`config.mk`:
```
export PLATFORM = sky130hd
export DESIGN_NAME = rob_retire_flat
export DESIGN_NICKNAME = d
export VERILOG_FILES = /design/src/rtl/rob_retire_pkg.sv /design/src/rtl/rob_retire_if.sv /design/src/rtl/rob_retire_entry_array.sv /design/src/rtl/rob_retire.sv /design/src/flat_wrapper.sv
export SDC_FILE = /design/constraint.sdc
export NUM_CORES = 1
export LEC_CHECK = 0
export CORE_MARGIN = 5
export CORE_UTILIZATION = 40
export CTS_CLUSTER_SIZE = 8
export DETAILED_ROUTE_END_ITERATION = 8
export PLACE_DENSITY = 0.6
export SLEW_MARGIN = 25
export SYNTH_ARGS = -nofsm -noshare
export SYNTH_HDL_FRONTEND = slang
export SYNTH_HIERARCHICAL = 1
export SYNTH_SLANG_ARGS = --single-unit
```
`constraint.sdc`:
```
create_clock -name clk -period 3.6 [get_ports clk]
set_input_delay 0.36 -clock clk [delete_from_list [all_inputs] [get_ports clk]]
set_output_delay 0.36 -clock clk [all_outputs]
set_load 0.1 [all_outputs]
```
`src/rtl/rob_retire_pkg.sv`:
```
// Core-wide declarations shared by rename, the RAT and the reorder buffer retire stage.
// Entry layout and per-entry lifecycle states live here so every stage agrees on them.
package rob_retire_pkg;

  localparam int unsigned ARCH_REG_W = 5;
  localparam int unsigned PREG_W     = 6;
  localparam int unsigned NUM_PREGS  = 64;

  typedef enum logic [1:0] {
    FREE   = 2'd0,
    ISSUED = 2'd1,
    DONE   = 2'd2
  } rob_state_t;

  typedef struct packed {
    rob_state_t            state;
    logic                  has_rd;
    logic [ARCH_REG_W-1:0] rd;
    logic [PREG_W-1:0]     pd;
    logic [PREG_W-1:0]     old_pd;
  } rob_entry_t;

  // p0 is the hardwired zero register and must never re-enter the free pool.
  function automatic logic frees_preg(rob_entry_t e);
    return e.has_rd && (e.old_pd != '0);
  endfunction

endpackage

```
`src/rtl/rob_retire_if.sv`:
```
// Rename/FU-facing bus of the retire stage: allocate, complete, retire and free-pool return.
interface rob_retire_if
  import rob_retire_pkg::*;
#(
  parameter int unsigned TAG_W = 4
);

  logic                  alloc_valid;
  logic                  alloc_ready;
  logic                  alloc_has_rd;
  logic [ARCH_REG_W-1:0] alloc_rd;
  logic [PREG_W-1:0]     alloc_pd;
  logic [PREG_W-1:0]     alloc_old_pd;
  logic [TAG_W-1:0]      alloc_tag;
  logic                  cmpl_valid;
  logic [TAG_W-1:0]      cmpl_tag;
  logic                  retire_valid;
  logic [ARCH_REG_W-1:0] retire_rd;
  logic [PREG_W-1:0]     retire_pd;
  logic                  free_valid;
  logic [PREG_W-1:0]     free_preg;
  logic [TAG_W:0]        occupancy;
  logic                  cmpl_err;

  modport master (
    output alloc_valid, alloc_has_rd, alloc_rd, alloc_pd, alloc_old_pd, cmpl_valid, cmpl_tag,
    input  alloc_ready, alloc_tag, retire_valid, retire_rd, retire_pd, free_valid, free_preg,
           occupancy, cmpl_err
  );

  modport slave (
    input  alloc_valid, alloc_has_rd, alloc_rd, alloc_pd, alloc_old_pd, cmpl_valid, cmpl_tag,
    output alloc_ready, alloc_tag, retire_valid, retire_rd, retire_pd, free_valid, free_preg,
           occupancy, cmpl_err
  );

endinterface

```
`src/rtl/rob_retire_entry_array.sv`:
```
// Reorder-buffer storage: one allocate write port, one completion state port, and a
// head read port whose entry is cleared when it retires.
module rob_retire_entry_array
  import rob_retire_pkg::*;
#(
  parameter int unsigned DEPTH = 16,
  parameter int unsigned TAG_W = 4
) (
  input  logic             clk,
  input  logic             rst_n,
  input  logic             alloc_en,
  input  logic [TAG_W-1:0] alloc_idx,
  input  rob_entry_t       alloc_entry,
  input  logic             cmpl_en,
  input  logic [TAG_W-1:0] cmpl_idx,
  input  logic             retire_en,
  input  logic [TAG_W-1:0] head_idx,
  output rob_entry_t       head_entry,
  output logic             cmpl_hit_free
);

  rob_entry_t entries_q [DEPTH];

  assign head_entry    = entries_q[head_idx];
  assign cmpl_hit_free = cmpl_en && (entries_q[cmpl_idx].state == FREE);

  // The three ports never target the same live entry: retire needs DONE, completion only
  // acts on ISSUED, and allocate only lands on the tail, which is FREE whenever it fires.
  always_ff @(posedge clk) begin
    for (int i = 0; i < int'(DEPTH); i++) begin
      if (!rst_n) begin
        entries_q[i] <= '0;
      end else begin
        if (retire_en && head_idx == TAG_W'(i)) begin
          entries_q[i].state <= FREE;
        end
        if (cmpl_en && cmpl_idx == TAG_W'(i) && entries_q[i].state == ISSUED) begin
          entries_q[i].state <= DONE;
        end
        if (alloc_en && alloc_idx == TAG_W'(i)) begin
          entries_q[i] <= alloc_entry;
        end
      end
    end
  end

endmodule

```
`src/rtl/rob_retire.sv`:
```
// In-order retire stage: allocates ROB entries from rename, retires the oldest completed
// entry each cycle and returns the superseded physical register to the free pool.
module rob_retire
  import rob_retire_pkg::*;
#(
  parameter int unsigned DEPTH = 16,
  parameter int unsigned TAG_W = 4
) (
  input logic         clk,
  input logic         rst_n,
  rob_retire_if.slave rob
);

  localparam logic [TAG_W:0] FullCount = (TAG_W+1)'(DEPTH);

  logic [TAG_W-1:0]      head_q, tail_q;
  logic [TAG_W:0]        occ_q, occ_d;
  logic                  retire_valid_q, free_valid_q, cmpl_err_q;
  logic [ARCH_REG_W-1:0] retire_rd_q;
  logic [PREG_W-1:0]     retire_pd_q, free_preg_q;
  rob_entry_t            head_entry, alloc_entry;
  logic                  alloc_fire, retire_fire, cmpl_hit_free;

  assign rob.alloc_ready  = occ_q < FullCount;
  assign rob.alloc_tag    = tail_q;
  assign rob.retire_valid = retire_valid_q;
  assign rob.retire_rd    = retire_rd_q;
  assign rob.retire_pd    = retire_pd_q;
  assign rob.free_valid   = free_valid_q;
  assign rob.free_preg    = free_preg_q;
  assign rob.occupancy    = occ_q;
  assign rob.cmpl_err     = cmpl_err_q;

  assign alloc_fire  = rob.alloc_valid && rob.alloc_ready;
  assign retire_fire = head_entry.state == DONE;

  always_comb begin
    alloc_entry        = '0;
    alloc_entry.state  = ISSUED;
    alloc_entry.has_rd = rob.alloc_has_rd;
    alloc_entry.rd     = rob.alloc_rd;
    alloc_entry.pd     = rob.alloc_pd;
    alloc_entry.old_pd = rob.alloc_old_pd;
  end

  always_comb begin
    occ_d = occ_q;
    if (alloc_fire && !retire_fire) begin
      occ_d = occ_q + (TAG_W+1)'(1);
    end else if (!alloc_fire && retire_fire) begin
      occ_d = occ_q - (TAG_W+1)'(1);
    end
  end

  rob_retire_entry_array #(
    .DEPTH (DEPTH),
    .TAG_W (TAG_W)
  ) u_entries (
    .clk           (clk),
    .rst_n         (rst_n),
    .alloc_en      (alloc_fire),
    .alloc_idx     (tail_q),
    .alloc_entry   (alloc_entry),
    .cmpl_en       (rob.cmpl_valid),
    .cmpl_idx      (rob.cmpl_tag),
    .retire_en     (retire_fire),
    .head_idx      (head_q),
    .head_entry    (head_entry),
    .cmpl_hit_free (cmpl_hit_free)
  );

  always_ff @(posedge clk) begin
    if (!rst_n) begin
      head_q         <= '0;
      tail_q         <= '0;
      occ_q          <= '0;
      retire_valid_q <= 1'b0;
      free_valid_q   <= 1'b0;
      cmpl_err_q     <= 1'b0;
      retire_rd_q    <= '0;
      retire_pd_q    <= '0;
      free_preg_q    <= '0;
    end else begin
      occ_q          <= occ_d;
      retire_valid_q <= retire_fire;
      free_valid_q   <= retire_fire && frees_preg(head_entry);
      if (alloc_fire) begin
        tail_q <= tail_q + TAG_W'(1);
      end
      if (retire_fire) begin
        head_q      <= head_q + TAG_W'(1);
        retire_rd_q <= head_entry.rd;
        retire_pd_q <= head_entry.pd;
        free_preg_q <= head_entry.old_pd;
      end
      if (cmpl_hit_free) begin
        cmpl_err_q <= 1'b1;
      end
    end
  end

endmodule

```
`src/flat_wrapper.sv`:
```
// flat-port wrapper written by rule: the top's interface ports become plain ports
module rob_retire_flat import rob_retire_pkg::*;
#(
  parameter int unsigned DEPTH = 16,
  parameter int unsigned TAG_W = 4
)
  (clk, rst_n, rob_alloc_valid, rob_alloc_has_rd, rob_alloc_rd, rob_alloc_pd, rob_alloc_old_pd, rob_cmpl_valid, rob_cmpl_tag, rob_alloc_ready, rob_alloc_tag, rob_retire_valid, rob_retire_rd, rob_retire_pd, rob_free_valid, rob_free_preg, rob_occupancy, rob_cmpl_err);
  rob_retire_if #(.TAG_W(TAG_W)) rob_i ();
  input logic clk;
  input logic rst_n;
  input wire logic [$bits(rob_i.alloc_valid)-1:0] rob_alloc_valid;
  input wire logic [$bits(rob_i.alloc_has_rd)-1:0] rob_alloc_has_rd;
  input wire logic [$bits(rob_i.alloc_rd)-1:0] rob_alloc_rd;
  input wire logic [$bits(rob_i.alloc_pd)-1:0] rob_alloc_pd;
  input wire logic [$bits(rob_i.alloc_old_pd)-1:0] rob_alloc_old_pd;
  input wire logic [$bits(rob_i.cmpl_valid)-1:0] rob_cmpl_valid;
  input wire logic [$bits(rob_i.cmpl_tag)-1:0] rob_cmpl_tag;
  output wire logic [$bits(rob_i.alloc_ready)-1:0] rob_alloc_ready;
  output wire logic [$bits(rob_i.alloc_tag)-1:0] rob_alloc_tag;
  output wire logic [$bits(rob_i.retire_valid)-1:0] rob_retire_valid;
  output wire logic [$bits(rob_i.retire_rd)-1:0] rob_retire_rd;
  output wire logic [$bits(rob_i.retire_pd)-1:0] rob_retire_pd;
  output wire logic [$bits(rob_i.free_valid)-1:0] rob_free_valid;
  output wire logic [$bits(rob_i.free_preg)-1:0] rob_free_preg;
  output wire logic [$bits(rob_i.occupancy)-1:0] rob_occupancy;
  output wire logic [$bits(rob_i.cmpl_err)-1:0] rob_cmpl_err;
  assign rob_i.alloc_valid = rob_alloc_valid;
  assign rob_i.alloc_has_rd = rob_alloc_has_rd;
  assign rob_i.alloc_rd = rob_alloc_rd;
  assign rob_i.alloc_pd = rob_alloc_pd;
  assign rob_i.alloc_old_pd = rob_alloc_old_pd;
  assign rob_i.cmpl_valid = rob_cmpl_valid;
  assign rob_i.cmpl_tag = rob_cmpl_tag;
  assign rob_alloc_ready = rob_i.alloc_ready;
  assign rob_alloc_tag = rob_i.alloc_tag;
  assign rob_retire_valid = rob_i.retire_valid;
  assign rob_retire_rd = rob_i.retire_rd;
  assign rob_retire_pd = rob_i.retire_pd;
  assign rob_free_valid = rob_i.free_valid;
  assign rob_free_preg = rob_i.free_preg;
  assign rob_occupancy = rob_i.occupancy;
  assign rob_cmpl_err = rob_i.cmpl_err;
  rob_retire #(.DEPTH(DEPTH), .TAG_W(TAG_W)) u_core (.clk(clk), .rst_n(rst_n), .rob(rob_i));
endmodule
```
# == After elaboration in Yosys (flattened, before gate mapping) ==
# Memory sizes are Yosys's and may differ from the RTL's. A register that Yosys moved wholly into a read port is not among the register bits.
# Index checks and enable logic that the tools add are counted.
# classes
n_addsub,4
n_lt_le_gt_ge,1
eq_ne,62
n_mux,213
bitwise,64
reduce_logical,78
# op_table
op,n
18-bit 2-to-1 mux,16
1-bit 2-to-1 mux,145
"4-bit equality test, second input constant",24
2-bit 2-to-1 mux,48
1-bit logical AND,70
1-bit OR,64
"4-bit by 3-bit equality test with 1-bit output, second input constant",12
"2-bit by 1-bit equality test with 1-bit output, second input constant",16
"4-bit by 2-bit equality test with 1-bit output, second input constant",6
"4-bit by 1-bit equality test with 1-bit output, second input constant",3
4-bit zero test,3
5-bit 2-to-1 mux,2
"4-bit by 1-bit adder with 4-bit output, second input constant",2
4-bit 2-to-1 mux,2
6-bit nonzero test,1
"5-bit by 1-bit adder with 5-bit output, second input constant",1
"5-bit < comparator, second input constant",1
"5-bit by 1-bit subtractor with 5-bit output, second input constant",1
"2-bit equality test, second input constant",1
1-bit zero test,2
2-bit zero test,1
2-bit nonzero test,1
# totals
regBits,33
ramBits,320
input_bits,26
out_inout_bits,30
word_cells,432
n_memories,1
# mem_list
name,depth,word_bits,rd,rd_clocked_by_memory_dff,wr,line,text
u_core.u_entries.entries_q,16,20,18,1,16,rob_retire_entry_array.sv:22,rob_entry_t entries_q [DEPTH];

# == Longest topological paths before layout ==
# Gate-level depths: netlist (run 1).
# logic_depth
depth_word,8
mapped_depth,13
depth_no_buf,10

# == Hierarchy ==
# Netlist (run 1), hierarchy kept.
# modules_own_cells
mod,instances,cells_each,area_each_um2,seq_area_each_um2
rob_retire_entry_array,1,964,15300.9,9609.2
rob_retire,1,154,1396.3,660.6

# == Worst setup path after synthesis (run 1) ==
# OpenSTA, ideal clock, no wires.
# synth_timing
path_type,flip-flop to flip-flop
from,register u_core.occ_q[4] (netlist: u_core/rob.occupancy[4])
to,"memory u_core/u_entries/entries_q[9][18] (netlist bit), enable pin"
setup_time_ns,0.302
arrival_ns,3.165
required_time_ns,3.298
path_slack_ns,0.132
path_stages_with_launch,7
n_path_buf,2
synth_period_minus_slack_ns,3.468
path_cell_list,dfxtp_1 -> nor2b_1 -> buf_2 -> clkbuf_1 -> nand3b_1 -> o21ai_0 -> nand3b_1
# synth_rtl
element,line,text
"start, declared",rob_retire.sv:17,"logic [TAG_W:0] occ_q, occ_d;"
"start signal, assigned",rob_retire.sv:76,occ_q <= '0;
"start signal, assigned",rob_retire.sv:84,occ_q <= occ_d;
"end, declared",rob_retire_entry_array.sv:22,

==> impl_summary.txt, run 1 <==
----------------------------------------------------
[Synth]
  Sequential element share of the synthesized area ... 61.5%
  Most area-hungry cell type in the Yosys netlist ... sky130_fd_sc_hd__edfxtp_1
  Adder-Cell Fraction of Synth Area ... 0.570%
  Count of yosys warnings during synthesis ... 6
  Share of the synthesized netlist area taken by xor and xnor gates ... 0.420%
  Number of flops mapped to enable cells by yosys ... 320
  Syn_area_per_cell ... 14.9 um^2
  Number of instances in the synthesized netlist ... 1118
  Dominant synthesized flop cell ... sky130_fd_sc_hd__edfxtp_1
  Area fraction of the dominant cell type after synthesis ... 57.5%
  Dominant cells by area after synthesis ... sky130_fd_sc_hd__edfxtp_1 58%, sky130_fd_sc_hd__and2_1 12%, sky130_fd_sc_hd__mux4_2 8.0%
  Mux share of post-synthesis cell area ... 15.3%
  Cell variety after synth ... 55
  Number of flip-flops and latches in the synthesized netlist ... 353
  Total standard cell area after synthesis ... 16700 um^2
  Dominant combinational cell family by area after synthesis ... simple AND/OR/NAND/NOR gates
  Area fraction in compound gates after synthesis ... 2.88%
  Synth async-reset ratio ... 0%
  Simple-gate area share of the yosys netlist ... 16.6%

[CTS]
  Clock tree root buffer cell ... sky130_fd_sc_hd__clkbuf_16
  Count of hold-fix buffers inserted at cts ... 0
  TritonCTS clock tree ... yes
  CTS resizes ... 0
  Buffers inserted during post-CTS setup optimization ... 0
  Clk pin slew, worst setup/hold paths ... 0.05 ns
  Buffers from clock root to sink, at most ... 3
  CTS H-tree lvls ... 2
  Worst-skew pair later-pin latency ... 0.60 ns
  Total clock buffers created by CTS ... 50
  Sink count of the clock tree ... 353

[Die]
  Site row count ... 74
  Initial standard-cell utilization of the core ... 40.6%
  Placeable core area ... 41100 um^2
  Height of the die ... 214 um
  Overall die width ... 214 um
  IO Pins ... 56
  Die area ... 45900 um^2

[GRT]
  Global-route wire length before repair ... 66500 um
  Gr usage total ... 19.4%
  Number of global-route vias before repair ... 9883
  Antenna violations before repair ... 3
  Leftover overflow at the end of global routing ... 0
  Pin count of the biggest net entering global routing ... 80

[Route]
  Number of DRC markers in iteration 0 ... 942
  Remaining antenna violation count ... 0
  Total vias in the final route ... 9683
  Overall routed net length ... 45000 um
  Post-detailed-route DRC marker count ... 0
  Drt via density ... 5.54
  Count of TritonRoute iterations in the first routing pass ... 5
  Routed WL per cell ... 25.7 um

[Worst setup path]
  Worst Path Max Fanout ... 10
  Endpoint required time on the critical path ... 3.88 ns
  Kind of launch point of the worst setup path ... flip-flop
  Startpoint-to-endpoint class of the critical path ... flip-flop to flip-flop
  Signal arrival time at the worst endpoint ... 3.48 ns
  Register-to-Register Setup Slack ... 0.40 ns
  Capturing element type of the critical path ... flip-flop

[Timing]
  Slack of the critical path ... 0.403 ns
  Total count of max-transition violations in the final report ... 0
  Worst-case hold slack ... 0.401 ns
  Final setup vio count ... 0
  Minimum clock period ... 3.20 ns
  Slew at the pin with the worst max-slew slack ... 0.981 ns
  RSZ-0062 raised after global routing ... false
  Period Utilization, post-route ... 88.8%
  Worst clock skew ... 0.0413 ns
  Setup tns final ... 0 ns
  Max_slew headroom ... 34.4%
  Max Fclk ... 313 MHz
  Hold Violations, Final ... 0

[Placement]
  Post-place setup slack ... 0.404 ns
  IO Port Bufs ... 55
  Placer's final routability congestion estimate ... 0.817
  Post-detailed-placement half-perimeter wirelength ... 26700 um

[Run]
  Reported max-cap violation count ... 0

[Pwr]
  Pleak ... 7.01 nW
  IR Drop Worst-Case VDD ... 0.000443 V
  Post-layout total power ... 11.9 mW
  Areal power density over the cells ... 614 nW/um^2

[Outcome]
  Status ... complete, no violations

[Min path]
  Worst hold-check path type ... input port to flip-flop

[Cells and area]
  Most common cell after layout, fill and taps aside ... sky130_fd_sc_hd__edfxtp_1
  Fraction of layout instances using a drive strength above 1 ... 16.2%
  Area added between synthesis and finish ... 16.4%
  Final #Nets ... 1225
  Commonest cells after routing, fill and taps aside ... 320 x sky130_fd_sc_hd__edfxtp_1, 313 x sky130_fd_sc_hd__and2_1, 59 x sky130_fd_sc_hd__mux4_2, 58 x sky130_fd_sc_hd__nand2_1, 54 x sky130_fd_sc_hd__clkdlybuf4s50_1

----------------------------------------------------
[metrics by stage]
stage	instance area (um^2)	util [%]	std cells
2_1_floorplan	16700	-	1130
3_3_place_gp	18000	43.9	1672
3_5_place_dp	18000	43.9	1672
4_1_cts	19400	47.3	1745
5_1_grt	19400	47.3	1745
6_report	19400	47.3	1747
[cells in the mapped netlist, types with 3 or more instances]
library cell	n
sky130_fd_sc_hd__nand3_1	9
sky130_fd_sc_hd__buf_1	5
sky130_fd_sc_hd__nor4b_1	9
sky130_fd_sc_hd__a31oi_1	3
sky130_fd_sc_hd__nor2_1	26
sky130_fd_sc_hd__a21oi_1	5
sky130_fd_sc_hd__mux4_2	59
sky130_fd_sc_hd__a21boi_0	18
sky130_fd_sc_hd__inv_1	4
sky130_fd_sc_hd__nand2b_1	5
sky130_fd_sc_hd__clkbuf_1	71
sky130_fd_sc_hd__mux2i_1	3
sky130_fd_sc_hd__mux2_2	10
sky130_fd_sc_hd__edfxtp_1	320
sky130_fd_sc_hd__buf_2	10
sky130_fd_sc_hd__nand3b_1	7
sky130_fd_sc_hd__and2_1	313
sky130_fd_sc_hd__nand4b_1	7
sky130_fd_sc_hd__xnor2_1	7
sky130_fd_sc_hd__o21ai_0	22
sky130_fd_sc_hd__nand2_1	58
sky130_fd_sc_hd__mux4_1	41
sky130_fd_sc_hd__dfxtp_1	33
sky130_fd_sc_hd__o311a_1	4
sky130_fd_sc_hd__nand4_1	5
sky130_fd_sc_hd__ha_1	6
sky130_fd_sc_hd__nor3_1	6
sky130_fd_sc_hd__nor2b_1	6
sky130_fd_sc_hd__a211o_1	9
sky130_fd_sc_hd__buf_6	3
sky130_fd_sc_hd__nor3b_1	3
[worst max-delay path, cell delays in order, from the launching register on]
cell                       delay, ns
sky130_fd_sc_hd__dfxtp_4        0.46
sky130_fd_sc_hd__mux4_1         0.59
sky130_fd_sc_hd__mux4_2         0.46
sky130_fd_sc_hd__nand2b_1       0.22
sky130_fd_sc_hd__inv_1          0.14
sky130_fd_sc_hd__nor3b_1        0.71
sky130_fd_sc_hd__nand3_1        0.16
sky130_fd_sc_hd__nand3b_1       0.15
[where the power goes]
part	internal (mW)	switching [mW]
Combinational	1.06	1.72
Clock	2.52	1.71
Sequential	4.78	0.150
[area by class of cell]
cell class / instances / area, um^2
multi-input cells: 680 / 6080
well taps: 532 / 666
flip-flops and latches: 353 / 10300
clock buffers: 68 / 1320
clock inverters: 5 / 78.8
fillers: 3577 / 21700
inverters: 4 / 15.0
diodes: 2 / 5.00
repair buffers: 103 / 993
[worst paths after layout]
path	cells after the start	end	startpoint
worst max register to register	7	u_core/u_entries/entries_q[12][19]	u_core/head_q[0]
worst min register to register	2	u_core/rob.retire_pd[1]	u_core/rob.retire_pd[1]
worst max-delay path	7	u_core/u_entries/entries_q[12][19]	u_core/head_q[0]
worst min-delay path	2	u_core/rob.cmpl_err	rst_n
[logic make-up after synthesis]
group,count (synthesis)
and+or+nand+nor,467
DFF,353
muxes,113
buffers and inverters,97
AOI/OAI and AO/OA,71
xor gates and xnor gates,8
adders and majority gates,7
other,2
[sequential cells by signal, summed over array words and instances, names as in the netlist]
| name | flops |
|---|---|
| u_core/rob.occupancy | 5 |
| u_core/rob.retire_pd | 6 |
| u_core/rob.cmpl_err | 1 |
| u_core/rob.free_preg | 6 |
| u_core/rob.retire_valid | 1 |
| u_core/rob.free_valid | 1 |
| u_core/rob.retire_rd | 5 |
| u_core/u_entries/entries_q | 320 |
| u_core/head_q | 4 |
| u_core/rob.alloc_tag | 4 |
[layer usage]
metal  up-vias  global-route usage [%]  wire length [um]
met3        69                    4.33              3310
met2       360                    32.1             21900
li1       4322                       -                 -
met1      4930                    26.5             18800
met4         2                    4.70               982
met5         -                       0                11
Power figures use the tool's default switching activity.
==> run 2, diff against run 1 <==
--- a/config.mk
+++ b/config.mk
@@ -6,10 +6,11 @@
 export NUM_CORES = 1
 export LEC_CHECK = 0
 export CORE_MARGIN = 5
-export CORE_UTILIZATION = 40
+export CORE_UTILIZATION = 56
 export CTS_CLUSTER_SIZE = 8
 export DETAILED_ROUTE_END_ITERATION = 8
-export PLACE_DENSITY = 0.6
+export GPL_TIMING_DRIVEN = 0
+export PLACE_DENSITY = 0.79
 export SLEW_MARGIN = 25
 export SYNTH_ARGS = -nofsm -noshare
 export SYNTH_HDL_FRONTEND = slang
==> run 2 against run 1 <==
Net effect:
- worst setup slack got worse by 0.28 ns
- hold slack better by 0.059 ns
- clock power shrank 2%
- total power rose by 2.2%
- non-clock buffer count grew 58
- register-to-register slack worse by 0.28 ns
- combinational power grew 13%
- maximum frequency is 8.1% lower
- critical path depth grew 3
- sequential cell count is the same
- count of clock-buffer cells in the layout is 5 higher
- largest power group unchanged
==> impl_summary.txt, run 2 (synthesis gave the netlist of run 1 again) <==
----------------------------------------------------
[Placement]
  Post-place setup slack ... -0.772 ns
  IO Port Bufs ... 53
  Placer's final routability congestion estimate ... 0.907
  Post-detailed-placement half-perimeter wirelength ... 29300 um

[Die]
  Site row count ... 63
  Placeable core area ... 29600 um^2
  IO Pins ... 56
  Height of the die ... 183 um
  Die area ... 33400 um^2
  Initial standard-cell utilization of the core ... 56.5%
  Overall die width ... 183 um

[CTS]
  Clk pin slew, worst setup/hold paths ... 0.05 ns
  CTS H-tree lvls ... 2
  TritonCTS clock tree ... yes
  Sink count of the clock tree ... 353
  Worst-skew pair later-pin latency ... 0.56 ns
  Buffers from clock root to sink, at most ... 3
  Total clock buffers created by CTS ... 50
  Clock tree root buffer cell ... sky130_fd_sc_hd__clkbuf_16
  Count of hold-fix buffers inserted at cts ... 0

[Worst setup path]
  Signal arrival time at the worst endpoint ... 3.72 ns
  Endpoint required time on the critical path ... 3.84 ns
  Endpoint of the worst setup timing path ... u_core/u_entries/entries_q[13][18]
  FF-to-FF path depth ... 10
  Capturing element type of the critical path ... flip-flop
  Kind of launch point of the worst setup path ... flip-flop
  Worst r2r dst ... u_core/u_entries/entries_q[13][18]
  Register-to-Register Setup Slack ... 0.12 ns
  Worst Path Max Fanout ... 13
  Startpoint-to-endpoint class of the critical path ... flip-flop to flip-flop
  FF-to-FF Start ... u_core/head_q[0]
  Origin of the worst setup path ... u_core/head_q[0]

[Pwr]
  Pleak ... 7.13 nW
  Areal power density over the cells ... 619 nW/um^2
  IR Drop Worst-Case VDD ... 0.000334 V

[Cells and area]
  Final #Nets ... 1283
  Largest Register ... u_core/u_entries/entries_q
  Filler Cell Count ... 1997
  Combined area of the multi-input logic cells ... 6210 um^2
  Max reg flops ... 320
  Area added between synthesis and finish ... 18.1%
  Fraction of layout instances using a drive strength above 1 ... 15.1%
  Final core utilization ... 66.7%
  Commonest cells after routing, fill and taps aside ... 320 x sky130_fd_sc_hd__edfxtp_1, 313 x sky130_fd_sc_hd__and2_1, 86 x sky130_fd_sc_hd__clkbuf_1, 61 x sky130_fd_sc_hd__mux4_2, 58 x sky130_fd_sc_hd__nand2_1
  Count of inserted antenna diode cells ... 0
  Sequential cell area in the final layout ... 10300 um^2
  Most common cell after layout, fill and taps aside ... sky130_fd_sc_hd__edfxtp_1

[Run]
  Reported max-cap violation count ... 0

[Route]
  Total vias in the final route ... 10308
  Drt via density ... 6.20
  Overall routed net length ... 42400 um
  Remaining antenna violation count ... 0
  Count of TritonRoute iterations in the first routing pass ... 6
  Number of DRC markers in iteration 0 ... 1165
  Routed WL per cell ... 25.5 um
  Post-detailed-route DRC marker count ... 0

[GRT]
  Pin count of the biggest net entering global routing ... 21
  Leftover overflow at the end of global routing ... 0
  Gr usage total ... 25.7%
  Antenna violations before repair ... 1
  Global-route wire length before repair ... 63900 um
  Number of global-route vias before repair ... 10495

[Timing]
  Max Fclk ... 287 MHz
  Hold Violations, Final ... 0
  Final setup vio count ... 0
  Minimum clock period ... 3.48 ns
  Slew at the pin with the worst max-slew slack ... 1.13 ns
  Slack of the critical path ... 0.121 ns
  Worst-case hold slack ... 0.460 ns
  Worst clock skew ... 0.0285 ns
  Max_slew headroom ... 24.9%
  Total count of max-transition violations in the final report ... 0
  Period Utilization, post-route ... 96.6%
  Setup tns final ... 0 ns

[Min path]
  Worst hold-check path type ... flip-flop to flip-flop

[Outcome]
  Status ... complete, no violations

----------------------------------------------------
[run 2: changes by cell type in the layout (fill, tap and decap cells not counted), moves of 4 or more]
cell / change
sky130_fd_sc_hd__clkbuf_1: +68
sky130_fd_sc_hd__buf_4: -36
sky130_fd_sc_hd__o21ai_2: -15
sky130_fd_sc_hd__o21ai_4: +15
sky130_fd_sc_hd__buf_16: +10
sky130_fd_sc_hd__buf_2: +7
sky130_fd_sc_hd__buf_6: +5
sky130_fd_sc_hd__buf_8: +4
sky130_fd_sc_hd__clkbuf_2: +4
[run 2: timing repair]
action	4_1_cts	5_1_grt
cloned	0	0
endpoints found under the setup margin	37	20
setup buffers	2	0
gates resized for setup	31	11
[run 2: worst max-delay path, stage by stage, from the launching register on]
cell and delay, ns:
sky130_fd_sc_hd__dfxtp_4 0.38, sky130_fd_sc_hd__buf_12 0.16, sky130_fd_sc_hd__buf_12 0.16, sky130_fd_sc_hd__mux4_2 0.55
sky130_fd_sc_hd__mux4_2 0.48, sky130_fd_sc_hd__nand2b_4 0.17, sky130_fd_sc_hd__inv_1 0.11, sky130_fd_sc_hd__buf_2 0.32
sky130_fd_sc_hd__nand2_1 0.10, sky130_fd_sc_hd__nor2_1 0.39, sky130_fd_sc_hd__a311o_1 0.31
[run 2: report_power, final]
part | switching (mW) | internal, mW | total (mW)
Clock | 1.61 | 2.56 | 4.16
Sequential | 0.140 | 4.78 | 4.92
Combinational | 1.90 | 1.22 | 3.13
[run 2: layout make-up]
class / count / share of cell area (%)
Timing Repair Buffer: 68 / 4.37
Clock buffer: 73 / 6.89
Inverter: 4 / 0.0761
Multi-Input combinational cell: 680 / 31.5
Clock inverter: 2 / 0.0888
Buffer: 93 / 2.54
Tap cell: 390 / 2.47
Sequential cell: 353 / 52.1
[run 2: metrics by stage]
stage          area, um^2  instances  power [mW]
3_5_place_dp        18300       1586        7.98
2_1_floorplan       16700       1130        7.05
4_1_cts             19700       1663        12.2
3_3_place_gp        17800       1573        7.83
6_report            19700       1663        12.2
5_1_grt             19700       1663        12.6
[run 2: metal layers]
metal / share of wire [%] / global-route usage [%] / vias to the layer above / wire [um]
met5: 0.033 / 0 / - / 14
met4: 3.1 / 8.23 / 2 / 1290
met3: 11 / 5.60 / 111 / 4530
met2: 49 / 42.0 / 662 / 20700
met1: 37 / 34.8 / 5095 / 15900
li1: - / - / 4438 / -
[run 2: how the worst min path moves through the flow]
| stage | startpoint | end | depth (start not counted) |
|---|---|---|---|
| 2_1_floorplan | u_core/head_q[1] | u_core/head_q[1] | 2 |
| 3_3_place_gp | u_core/rob.free_preg[2] | u_core/rob.free_preg[2] | 2 |
| 3_5_place_dp | u_core/rob.cmpl_err | u_core/rob.cmpl_err | 1 |
| 4_1_cts | u_core/rob.free_preg[2] | u_core/rob.free_preg[2] | 2 |
| 5_1_grt | u_core/rob.retire_pd[4] | u_core/rob.retire_pd[4] | 2 |
| 6_report | u_core/rob.retire_rd[2] | u_core/rob.retire_rd[2] | 2 |
==> run 3, diff against run 2 <==
--- a/config.mk
+++ b/config.mk
@@ -16,3 +16,4 @@
 export SYNTH_HDL_FRONTEND = slang
 export SYNTH_HIERARCHICAL = 1
 export SYNTH_SLANG_ARGS = --single-unit
+export TNS_END_PERCENT = 5
==> constraint.sdc (replaced) <==
create_clock -name clk -period 3.6 [get_ports clk]
set_input_delay 1.08 -clock clk [delete_from_list [all_inputs] [get_ports clk]]
set_output_delay 1.08 -clock clk [all_outputs]
set_load 0.1 [all_outputs]
==> run 3 against run 2 <==
Net effect:
- sequential share of layout area grew 0.13 points
- non-clock buffer count decreased by 2
- global-route usage barely moved
- hold slack got worse by 0.0014 ns
- sequential cell count unchanged
- final area is 0.25% lower
- clock skew decreased by 0.0032 ns
- critical path depth fell by 9
- register-to-register slack improved by 0.04 ns
- combinational power is essentially flat
- first-iteration DRC count fell by 8.5%
- die area unchanged
==> impl_summary.txt, run 3 (synthesis gave the netlist of run 1 again) <==
----------------------------------------------------
[CTS]
  Worst-skew pair later-pin latency ... 0.55 ns
  Total clock buffers created by CTS ... 50
  TritonCTS clock tree ... yes
  Sink count of the clock tree ... 353
  Buffers from clock root to sink, at most ... 3
  CTS H-tree lvls ... 2
  Clock tree root buffer cell ... sky130_fd_sc_hd__clkbuf_16
  Clk pin slew, worst setup/hold paths ... 0.05 ns
  Count of hold-fix buffers inserted at cts ... 0

[Route]
  Total vias in the final route ... 10330
  Count of TritonRoute iterations in the first routing pass ... 5
  Overall routed net length ... 42300 um
  Drt via density ... 6.22
  Routed WL per cell ... 25.5 um
  Post-detailed-route DRC marker count ... 0
  Remaining antenna violation count ... 0
  Number of DRC markers in iteration 0 ... 1066

[Timing]
  Slew at the pin with the worst max-slew slack ... 0.976 ns
  Final setup vio count ... 0
  Hold Violations, Final ... 0
  Total count of max-transition violations in the final report ... 0
  Minimum clock period ... 3.50 ns
  Worst clock skew ... 0.0253 ns
  Max_slew headroom ... 34.7%
  Max Fclk ... 285 MHz
  Period Utilization, post-route ... 97.3%
  RSZ-0062 raised after global routing ... true

[GRT]
  Gr usage total ... 25.7%
  Global-route wire length before repair ... 64500 um
  Antenna violations before repair ... 1
  Number of global-route vias before repair ... 10481
  Leftover overflow at the end of global routing ... 0
  Pin count of the biggest net entering global routing ... 21

[Die]
  IO Pins ... 56
  Initial standard-cell utilization of the core ... 56.5%
  Height of the die ... 183 um
  Die area ... 33400 um^2
  Overall die width ... 183 um
  Placeable core area ... 29600 um^2
  Site row count ... 63

[Worst setup path]
  Slowest CP cell ... sky130_fd_sc_hd__clkdlybuf4s50_1
  Cells traversed along the worst timing path ... clkdlybuf4s50_1
  Startpoint-to-endpoint class of the critical path ... flip-flop to output pin
  Kind of launch point of the worst setup path ... flip-flop
  Count of buffering cells on the critical path with inverters included ... 1
  Endpoint required time on the critical path ... 2.52 ns
  Worst Path Max Fanout ... 11
  Capturing element type of the critical path ... output pin
  Gate family responsible for the most delay along the worst path ... buffers and inverters
  Highest cell delay on the worst timing path ... 1.23 ns
  Signal arrival time at the worst endpoint ... 2.42 ns

[Pwr]
  Internal cell power ... 8.52 mW
  Switching share of power ... 30.0%
  IR Drop Worst-Case VDD ... 0.000403 V
  Post-layout total power ... 12.2 mW
  Areal power density over the cells ... 618 nW/um^2
  Pleak ... 7.10 nW
  Sequential power share ... 40.5%
  Clock share of power ... 34.0%
  Share of total power in combinational logic ... 25.5%
  Switching pwr ... 3.65 mW

[Cells and area]
  Area added between synthesis and finish ... 17.8%
  Largest Register ... u_core/u_entries/entries_q
  Sequential cell area in the final layout ... 10300 um^2
  Max reg flops ... 320
  Combined area of the multi-input logic cells ... 6210 um^2
  Filler Cell Count ... 2000
  Count of inserted antenna diode cells ... 0
  Final #Nets ... 1281
  Fraction of layout instances using a drive strength above 1 ... 14.8%
  Commonest cells after routing, fill and taps aside ... 320 x sky130_fd_sc_hd__edfxtp_1, 313 x sky130_fd_sc_hd__and2_1, 86 x sky130_fd_sc_hd__clkbuf_1, 60 x sky130_fd_sc_hd__mux4_2, 58 x sky130_fd_sc_hd__nand2_1
  Most common cell after layout, fill and taps aside ... sky130_fd_sc_hd__edfxtp_1
  Summed area of non-filler cells in the final layout ... 19700 um^2

[Placement]
  IO Port Bufs ... 53
  Post-Place Cell Area ... 18200 um^2
  Post-detailed-placement half-perimeter wirelength ... 29500 um
  Placer's final routability congestion estimate ... 0.918

[Run]
  Reported max-cap violation count ... 0

[Outcome]
  Status ... complete, no violations

[Min path]
  Worst hold-check path type ... flip-flop to flip-flop

----------------------------------------------------
==> run 3: stage by stage <==
stage               setup TNS (ns)  hold slack [ns]  setup slack, ns  std cells  utilization (%)
floorplan                    -7.44            0.492           -0.175       1130                -
global placement           -492.69            0.452            -1.96       1573             60.1
detailed placement         -139.36            0.457           -0.958       1584             61.6
CTS                              0            0.464          0.00744       1659             66.3
global route               -0.0163            0.480          -0.0163       1661             66.6
finish                           0            0.459           0.0966       1661             66.6
==> run 3: repair_timing <==
action                                  in CTS  in global routing
pin swaps                                    0                  1
buffers inserted                             0                  2
resized for setup                           31                 12
endpoints found under the setup margin     154                 20
cloned                                       0                  0
==> run 3: power groups by stage <==
stage / combinational [mW] / sequential [mW] / clock, mW
after floorplan: 1.55 / 5.49 / 0
after global placement: 2.84 / 4.99 / 0
after detailed placement: 2.98 / 4.99 / 0
after CTS: 3.03 / 4.92 / 4.18
after global routing: 3.25 / 4.95 / 4.38
final: 3.11 / 4.92 / 4.14
==> run 3: path summary, 6_finish.rpt <==
path | startpoint | endpoint | slack [ns] | cells past startpoint
min | u_core/rob.retire_pd[4] | u_core/rob.retire_pd[4] | 0.46 | 2
max reg2reg | u_core/head_q[1] | u_core/rob.occupancy[4] | 0.16 | 12
min reg2reg | u_core/rob.retire_pd[4] | u_core/rob.retire_pd[4] | 0.46 | 2
max | u_core/rob.alloc_tag[2] | rob_alloc_tag[2] | 0.1 | 1
==> run 3: cell type report <==
cell class / count / share of cell area [%]
timing repair buffer: 66 / 4.16
buffer: 93 / 2.57
tap: 390 / 2.48
clock inverter: 2 / 0.127
multi-input combinational: 680 / 31.6
clock buffer: 73 / 6.80
inverter: 4 / 0.0763
sequential: 353 / 52.2
==> run 3: routing by layer <==
layer	up-vias	part of all wire (%)	GRT usage [%]
met5	-	0.047	0
met4	2	2.6	6.27
met3	93	11	6.02
met1	5136	38	35.8
li1	4431	-	-
met2	668	48	41.5
